[src/rtl/lsu_pkg.sv]
// Shared types and lane-mask constants for the sub-word load/store unit.
package lsu_pkg;

   typedef enum logic [1:0] {
      SZ_B   = 2'b00,
      SZ_H   = 2'b01,
      SZ_W   = 2'b10,
      SZ_RSV = 2'b11
   } size_e;

   typedef enum logic {
      IDLE   = 1'b0,
      RMW_WR = 1'b1
   } state_e;

   localparam logic [3:0] LANE_MASK_B = 4'b0001;
   localparam logic [3:0] LANE_MASK_H = 4'b0011;
   localparam logic [3:0] LANE_MASK_W = 4'b1111;

endpackage

[src/rtl/lsu_lane_unit.sv]
// Combinational lane logic: load extract/extend and store merge into a word.
module lsu_lane_unit
   import lsu_pkg::*;
(
   input  size_e       ld_size,
   input  logic [1:0]  ld_off,
   input  logic        ld_unsigned,
   input  logic [31:0] ld_word,
   output logic [31:0] ld_data,
   input  size_e       st_size,
   input  logic [1:0]  st_off,
   input  logic [31:0] st_base,
   input  logic [31:0] st_data,
   output logic [31:0] st_word
);

   logic [31:0] shifted;
   logic [31:0] st_rep;
   logic [3:0]  st_be;

   always_comb begin
      shifted = ld_word >> {ld_off, 3'b000};
      case (ld_size)
         SZ_B:    ld_data = ld_unsigned ? {24'h0, shifted[7:0]}
                                        : {{24{shifted[7]}}, shifted[7:0]};
         SZ_H:    ld_data = ld_unsigned ? {16'h0, shifted[15:0]}
                                        : {{16{shifted[15]}}, shifted[15:0]};
         default: ld_data = ld_word;
      endcase
   end

   // Replicate the store data across all lanes, then pick lanes by byte enable.
   always_comb begin
      st_rep  = st_data;
      st_be   = LANE_MASK_W;
      st_word = st_base;
      case (st_size)
         SZ_B: begin
            st_rep = {4{st_data[7:0]}};
            st_be  = LANE_MASK_B << st_off;
         end
         SZ_H: begin
            st_rep = {2{st_data[15:0]}};
            st_be  = LANE_MASK_H << st_off;
         end
         default: ;
      endcase
      for (int i = 0; i < 4; i++) begin
         if (st_be[i]) st_word[8*i +: 8] = st_rep[8*i +: 8];
      end
   end

endmodule

[src/rtl/lsu_subword_rmw.sv]
// Word-only RAM front end: sub-word loads, 2-cycle read-modify-write sub-word stores.
// Build option LSU_MISALIGN_TRAP_EN: misaligned accesses return an error instead of aligning.
//
// state  | meaning
// IDLE   | accepting requests; loads and word stores complete in one cycle
// RMW_WR | writing merged word for a captured sub-word store; requests ignored
module lsu_subword_rmw
   import lsu_pkg::*;
#(
   parameter int          AW          = 32,
   parameter logic [31:0] RESET_RDATA = 32'h0000_0000
)
(
   input  logic          clk,
   input  logic          rst_n,
   input  logic          req_valid,
   output logic          req_ready,
   input  logic          req_we,
   input  logic [1:0]    req_size,
   input  logic          req_unsigned,
   input  logic [AW-1:0] req_addr,
   input  logic [31:0]   req_wdata,
   output logic          rsp_valid,
   output logic [31:0]   rsp_rdata,
   output logic          rsp_err,
   output logic          mem_we,
   output logic [AW-1:0] mem_a,
   output logic [31:0]   mem_wd,
   input  logic [31:0]   mem_rd
);

   state_e        state;
   logic [AW-1:0] addr_q;
   size_e         size_q;
   logic [31:0]   wdata_q;
   logic [31:0]   merge_q;

   size_e         req_sz;
   logic [1:0]    req_off;
   logic          req_err;
   logic [31:0]   ld_data;
   logic [31:0]   st_word;

   // req_off is the lane offset after silently dropping misaligned low bits.
   always_comb begin
      req_sz = size_e'(req_size);
      case (req_sz)
         SZ_B:    req_off = req_addr[1:0];
         SZ_H:    req_off = {req_addr[1], 1'b0};
         default: req_off = 2'b00;
      endcase
`ifdef LSU_MISALIGN_TRAP_EN
      req_err = (req_sz == SZ_RSV)
             || (req_sz == SZ_H && req_addr[0])
             || (req_sz == SZ_W && req_addr[1:0] != 2'b00);
`else
      req_err = (req_sz == SZ_RSV);
`endif
   end

   lsu_lane_unit u_lane (
      .ld_size     (req_sz),
      .ld_off      (req_off),
      .ld_unsigned (req_unsigned),
      .ld_word     (mem_rd),
      .ld_data     (ld_data),
      .st_size     (size_q),
      .st_off      (addr_q[1:0]),
      .st_base     (merge_q),
      .st_data     (wdata_q),
      .st_word     (st_word)
   );

   always_comb begin
      req_ready = (state == IDLE);
      if (state == RMW_WR) begin
         mem_a  = {addr_q[AW-1:2], 2'b00};
         mem_wd = st_word;
         mem_we = 1'b1;
      end else begin
         mem_a  = {req_addr[AW-1:2], 2'b00};
         mem_wd = req_wdata;
         mem_we = req_valid && req_we && (req_sz == SZ_W) && !req_err;
      end
      if (!rst_n) mem_we = 1'b0;
   end

   always_ff @(posedge clk or negedge rst_n) begin
      if (!rst_n) begin
         state     <= IDLE;
         addr_q    <= '0;
         size_q    <= SZ_B;
         wdata_q   <= 32'h0;
         merge_q   <= 32'h0;
         rsp_valid <= 1'b0;
         rsp_err   <= 1'b0;
         rsp_rdata <= RESET_RDATA;
      end else begin
         case (state)
            IDLE: begin
               rsp_valid <= 1'b0;
               rsp_err   <= 1'b0;
               if (req_valid) begin
                  if (req_err) begin
                     rsp_valid <= 1'b1;
                     rsp_err   <= 1'b1;
                     rsp_rdata <= RESET_RDATA;
                  end else if (!req_we) begin
                     rsp_valid <= 1'b1;
                     rsp_rdata <= ld_data;
                  end else if (req_sz == SZ_W) begin
                     rsp_valid <= 1'b1;
                     rsp_rdata <= RESET_RDATA;
                  end else begin
                     state   <= RMW_WR;
                     addr_q  <= {req_addr[AW-1:2], req_off};
                     size_q  <= req_sz;
                     wdata_q <= req_wdata;
                     merge_q <= mem_rd;
                  end
               end
            end
            RMW_WR: begin
               state     <= IDLE;
               rsp_valid <= 1'b1;
               rsp_err   <= 1'b0;
               rsp_rdata <= RESET_RDATA;
            end
            default: state <= IDLE;
         endcase
      end
   end

endmodule
[config.mk]
export PLATFORM = sky130hd
export DESIGN_NAME = lsu_subword_rmw
export DESIGN_NICKNAME = d
export VERILOG_FILES = /design/src/rtl/lsu_pkg.sv /design/src/rtl/lsu_lane_unit.sv /design/src/rtl/lsu_subword_rmw.sv
export SDC_FILE = /design/constraint.sdc
export NUM_CORES = 1
export LEC_CHECK = 0
export ABC_AREA = 1
export BUFFER_PORTS_ARGS = -buffer_cell sky130_fd_sc_hd__buf_4
export CAP_MARGIN = 25
export CORE_MARGIN = 8
export CORE_UTILIZATION = 28
export DETAILED_ROUTE_END_ITERATION = 8
export PLACE_DENSITY = 0.5
export SYNTH_ARGS = -nofsm -noshare
export SYNTH_HDL_FRONTEND = slang
export SYNTH_SLANG_ARGS = --single-unit
[constraint.sdc]
create_clock -name clk -period 1.4 [get_ports clk]
set_input_delay 0.14 -clock clk [delete_from_list [all_inputs] [get_ports clk]]
set_output_delay 0.14 -clock clk [all_outputs]
set_load 0.01 [all_outputs]
# Yosys cells after proc, flatten, opt, wreduce, memory -nomap -nowiden
# Cells that the tools add are included.
# Widths: inputs -> output; s select.
[totals]
regBits = 133
out_inout_bits = 100
[classes]
n_eq_ne = 6
n_bitwise = 3
n_reduce_logical = 8
mux = 32
n_shift = 3
[op_table]
columns = ["cell", "count"]
rows = [
  ["$mux 32", 8],
  ["$pmux 32 s2", 3],
  ["$mux 8", 4],
  ["$shr 32x5->16", 1],
  ["$mux 1", 12],
  ["$pmux 4 s2", 1],
  ["$pmux 1 s2", 3],
  ["$reduce_and 5->1", 1],
  ["$eq 2x1->1 const B", 2],
  ["$eq 2x2->1 const B", 2],
  ["$logic_not 2->1", 2],
  ["$ne 4x2->1 const B", 1],
  ["$pmux 2 s2", 1],
  ["$shl 1x2->4 const A", 1],
  ["$shl 2x2->4 const A", 1],
  ["$logic_and 1x1->1", 3],
  ["$not 1->1", 3],
  ["$ne 2x2->1 const B", 1],
  ["$reduce_and 2->1", 1],
  ["$logic_not 1->1", 1],
]

# Logic depth before layout (Yosys ltp)
[depth]
word_depth = 9
ltp_mapped = 12

# By module
# Synthesis repeated with hierarchy kept, for this count alone.
[unflattened]
hier_cells = 1200
area_unflattened_um2 = 7709.9
[modules_own_cells]
columns = ["mod", "area_per_inst_um2", "cells_per_inst", "instances"]
rows = [
  ["lsu_subword_rmw", 6103.4, 846, 1],
  ["lsu_lane_unit", 1606.5, 354, 1],
]

# Least setup slack after synthesis
# OpenSTA, ideal clock, no wires.
[synth_path]
path_type = "register -> output"
start = "register size_q[1]"
end = "output mem_wd[16]"
path_buffers = 2
setup_slack_ps = -206
stages_incl_launch_ff = 8
t_required_ps = 1260
t_arrival_ps = 1466
cell_sequence = "dfrtp_1 > buf_2 > nor2_4 > nand3_1 > nand3_1 > buf_2 > nor2_1 > o21ai_0"
[synth_between]
elab_chain_cells = 4
elab_cells_between_ends = 6
[synth_lines]
columns = ["item", "line_no", "source"]
rows = [
  ["start: declaration", "lsu_subword_rmw.sv:34", "size_e size_q;"],
  ["start signal: assignment", "lsu_subword_rmw.sv:117", "size_q <= req_sz;"],
  ["$eq 2x1->1 or $logic_not 2->1 (tied branches)", "lsu_lane_unit.sv:37", "case (st_size)"],
  ["$pmux 32 s2 or $pmux 4 s2 (tied branches)", "lsu_lane_unit.sv:37", ""],
  ["$mux 8 *", "lsu_lane_unit.sv:49", "if (st_be[i]) st_word[8*i +: 8] = st_rep[8*i +: 8];"],
  ["$mux 32 *", "lsu_subword_rmw.sv:76", "if (state == RMW_WR) begin"],
  ["end: declaration", "lsu_subword_rmw.sv:28", "output logic [31:0] mem_wd,"],
]
# Every way passes the cells marked *; elsewhere a longest branch is shown, timed or not.

# Final worst setup path
[layout_path]
start = "register size_q[1]"
end = "output mem_wd[31]"
# Same word-level chain as after synthesis.

==> metrics.txt <==
worst hold slack=between 0.00003 and 0.00004 ns; Post-Syn Area=0.00700 mm²; Post-Synthesis Cells=roughly 960; status=finished with violations; Num CTS Buffers=17; Post-synth top flop=dfrtp_1; P_sw=about 4500 µW; top post-synthesis cells by area=dfrtp_1, nand2_1, o21ai_0; global-route track usage on met2=0.309; Flop pwr share=0.360; dpl ws=-0.261 ns; Net Sw Frac=0.325; share of cells above drive strength 1=0.483; Hold Crit Class=in2reg; final net count=1394; combinational group share of total power=0.306; Adder-Cell Fraction of Synth Area=0; mux share of post-synthesis cell area=0; Post-route DRC=0; Mapped Avg Cell Area=between 7 and 8 µm²; endpoints failing hold=0; Distinct cells, synth=25; synth warn=0; Max Clock Skew=roughly 0.014 ns; Power, Total=about 14000 µW; wire length per cell=19.7 µm; Worst setup EP type=primary output; failing checks=setup timing; drt first pass iters=5; die span in x=between 150 and 200 µm; number of synthesized flops with an enable pin=0; crit path max fanout=7; Req. time, crit path=around 1.3 ns; register area=between 0.003 and 0.004 mm²; number of buffers and inverters on the critical path=3; worst-path cell chain=clkinv_4, nand2_4, nand2_4, nand2_4, nand2_4, buf_6, o211ai_1, o21ai_1, buf_4; H-tree Lvls=4; Worst path max stage delay=about 0.45 ns; IO Port Bufs=200; CTS Sinks=~130; peak supply drop=around 700 µV; ys async rst share=1.00; most frequent cell on the critical path=nand2_4; vias=about 8000; vias in the first global route=roughly 7700; post-synth top area cell=dfrtp_1; Post-Synth XOR/XNOR Area=0; met1 Usage GRT=0.247; setup ws final=-0.607 ns; CP arrival=approximately 1.9 ns; top-area cell type share of the netlist area=0.475; Tcrit/Tclk final=1.43; Clk pwr share=0.334; final setup violation count=roughly 200; global route hottest layer=met2; first-pass GRT wire length=~45000 µm; post-synthesis simple-gate area fraction=0.245; cell family with most CP delay=flip-flops; footprint of the multi-input gates=0.00425 mm²; crit path time final=around 2 ns; Seq/Total Area, Yosys=0.475; maximum clock rate=~500 MHz; Worst path slowest cell=dfrtp_2; CTS clock-pin slew for the worst setup and hold paths=about 0.060 ns; top cells by count, synth=nand2_1, o21ai_0, dfrtp_1, inv_1, a21oi_1; clock latency at the later pin of the worst-skew pair=0.43 ns; Die Area=0.0303 mm²; clock root buffer=clkbuf_16; P_leak=around 0.0064 µW; post-layout util=0.522; synthesized flop and latch total=about 130; Slew Viols, Final=0; Antenna Cells=0; IO Pins=203; path type of the worst setup path=reg2out; gr ovfl total=0; core area=about 0.025 mm²; initial antenna violation count=1; pin count of the biggest net entering global routing=87; CTS tree=built; most common cell in the netlist=nand2_1; GRT Overall Usage=0.188; post-synthesis compound-gate area fraction=0.191; DP Wirelength=about 20000 µm; Cell Pwr Density=about 1100 mW/mm²; setup TNS=-78.68 ns; Placer Congestion=between 0.9 and 1; Filler Cell Count=between 2000 and 2500; post-route antenna net violation count=0; CP Launch Type=flip-flop; P&R area growth vs syn=85.5%; internal power=slightly above 9000 µW; initial core utilization=0.281; RSZ-0062 raised after global routing=true; largest family of logic cells by synthesized area=simple AND/OR/NAND/NOR gates; total wire length=32200 µm; M3 GR Usage=0.0471; row count=58; Detailed Route Iter0 Violations=between 600 and 700; max capacitance violation total=0; Vias/cell=approximately 4.9; Max Buffers Root-to-Sink=2; die height=174 µm
## stage by stage
stage	cells	cell area, µm²
after floorplan	957	7110
after global placement	1484	9320
after detailed placement	1484	9320
after CTS	1591	11500
after global routing	1633	13000
final	1633	13000
## flip-flops by register name, summed over array words and instances, names as in the netlist
register   flops
wdata_q       32
rsp_rdata     32
size_q         2
rsp_valid      1
addr_q        32
rsp_err        1
state          1
merge_q       32
## power groups by stage
| stage | logic, µW | registers [µW] | clock network (µW) |
|---|---|---|---|
| finish | 4210 | 4960 | 4610 |
| floorplan | 1430 | 4760 | 0 |
| global placement | 2780 | 4870 | 0 |
| global route | 4560 | 5020 | 4870 |
| CTS | 3410 | 4850 | 4680 |
| detailed placement | 2810 | 4860 | 0 |
## cell usage in the layout, fill, tap and decap left out, drive strengths merged
cell         count
nand2          366
buf            308
o21ai          156
dfrtp          133
inv             89
a21oi           45
dlygate4sd3     42
clkbuf          37
o211ai          33
nand3           32
nor2            26
a31oi            7
clkinv           7
clkinvlp         5
o2111ai          4
or2              4
nand4            3
bufinv           3
conb             2
a21boi           1
## cell type report
class | instances | area share
Timing Repair inverter | 2 | 0.00241
Multi-Input combinational cell | 679 | 0.327
Timing Repair Buffer | 369 | 0.309
Sequential cell | 133 | 0.256
Clock buffer | 18 | 0.0338
Clock inverter | 13 | 0.0121
Inverter | 89 | 0.0273
Tap cell | 330 | 0.0318
## worst register-to-register path, delay by kind of cell, from the launching register on
| kind | cells | cell delay [ns] |
|---|---|---|
| buffers and inverters | 7 | 0.99 |
| DFF | 1 | 0.44 |
| and+or+nand+nor | 4 | 0.35 |
## cells by family after synthesis
| kind of cell | count (synthesis) |
|---|---|
| AOI/OAI and AO/OA | 246 |
| buffers and inverters | 147 |
| DFF | 133 |
| other | 1 |
| and+or+nand+nor | 429 |
## routing by layer
metal | vias to the layer above | wire length, µm
met2 | 270 | 15700
met1 | 3882 | 14000
met4 | 2 | 545
li1 | 3800 | -
met5 | - | 12
met3 | 39 | 2000
## worst paths after layout
| kind | startpoint | end | slack (ns) | depth (start not counted) |
|---|---|---|---|---|
| worst max-delay path | size_q[1] | mem_wd[31] | -0.61 | 9 |
| worst min-delay path | req_wdata[31] | wdata_q[31] | 0.00003 | 3 |
| worst max register to register | state | merge_q[0] | -0.48 | 11 |
| worst min register to register | wdata_q[26] | wdata_q[26] | 0.48 | 2 |
| max in group asynchronous | rst_n | size_q[1] | 0.70 | 3 |
| min in group asynchronous | rst_n | addr_q[26] | 0.10 | 2 |
## repair_timing
| action | in CTS | in global routing |
|---|---|---|
| buffers inserted | 21 | 17 |
| hold endpoints to repair | 172 | 4 |
| endpoints found under the setup margin | 72 | 196 |
| pin swaps | 41 | 41 |
| cloned | 18 | 30 |
| resized for setup | 226 | 293 |
| hold buffers | 38 | 4 |
No activity file was read; power rests on OpenSTA's default activity.
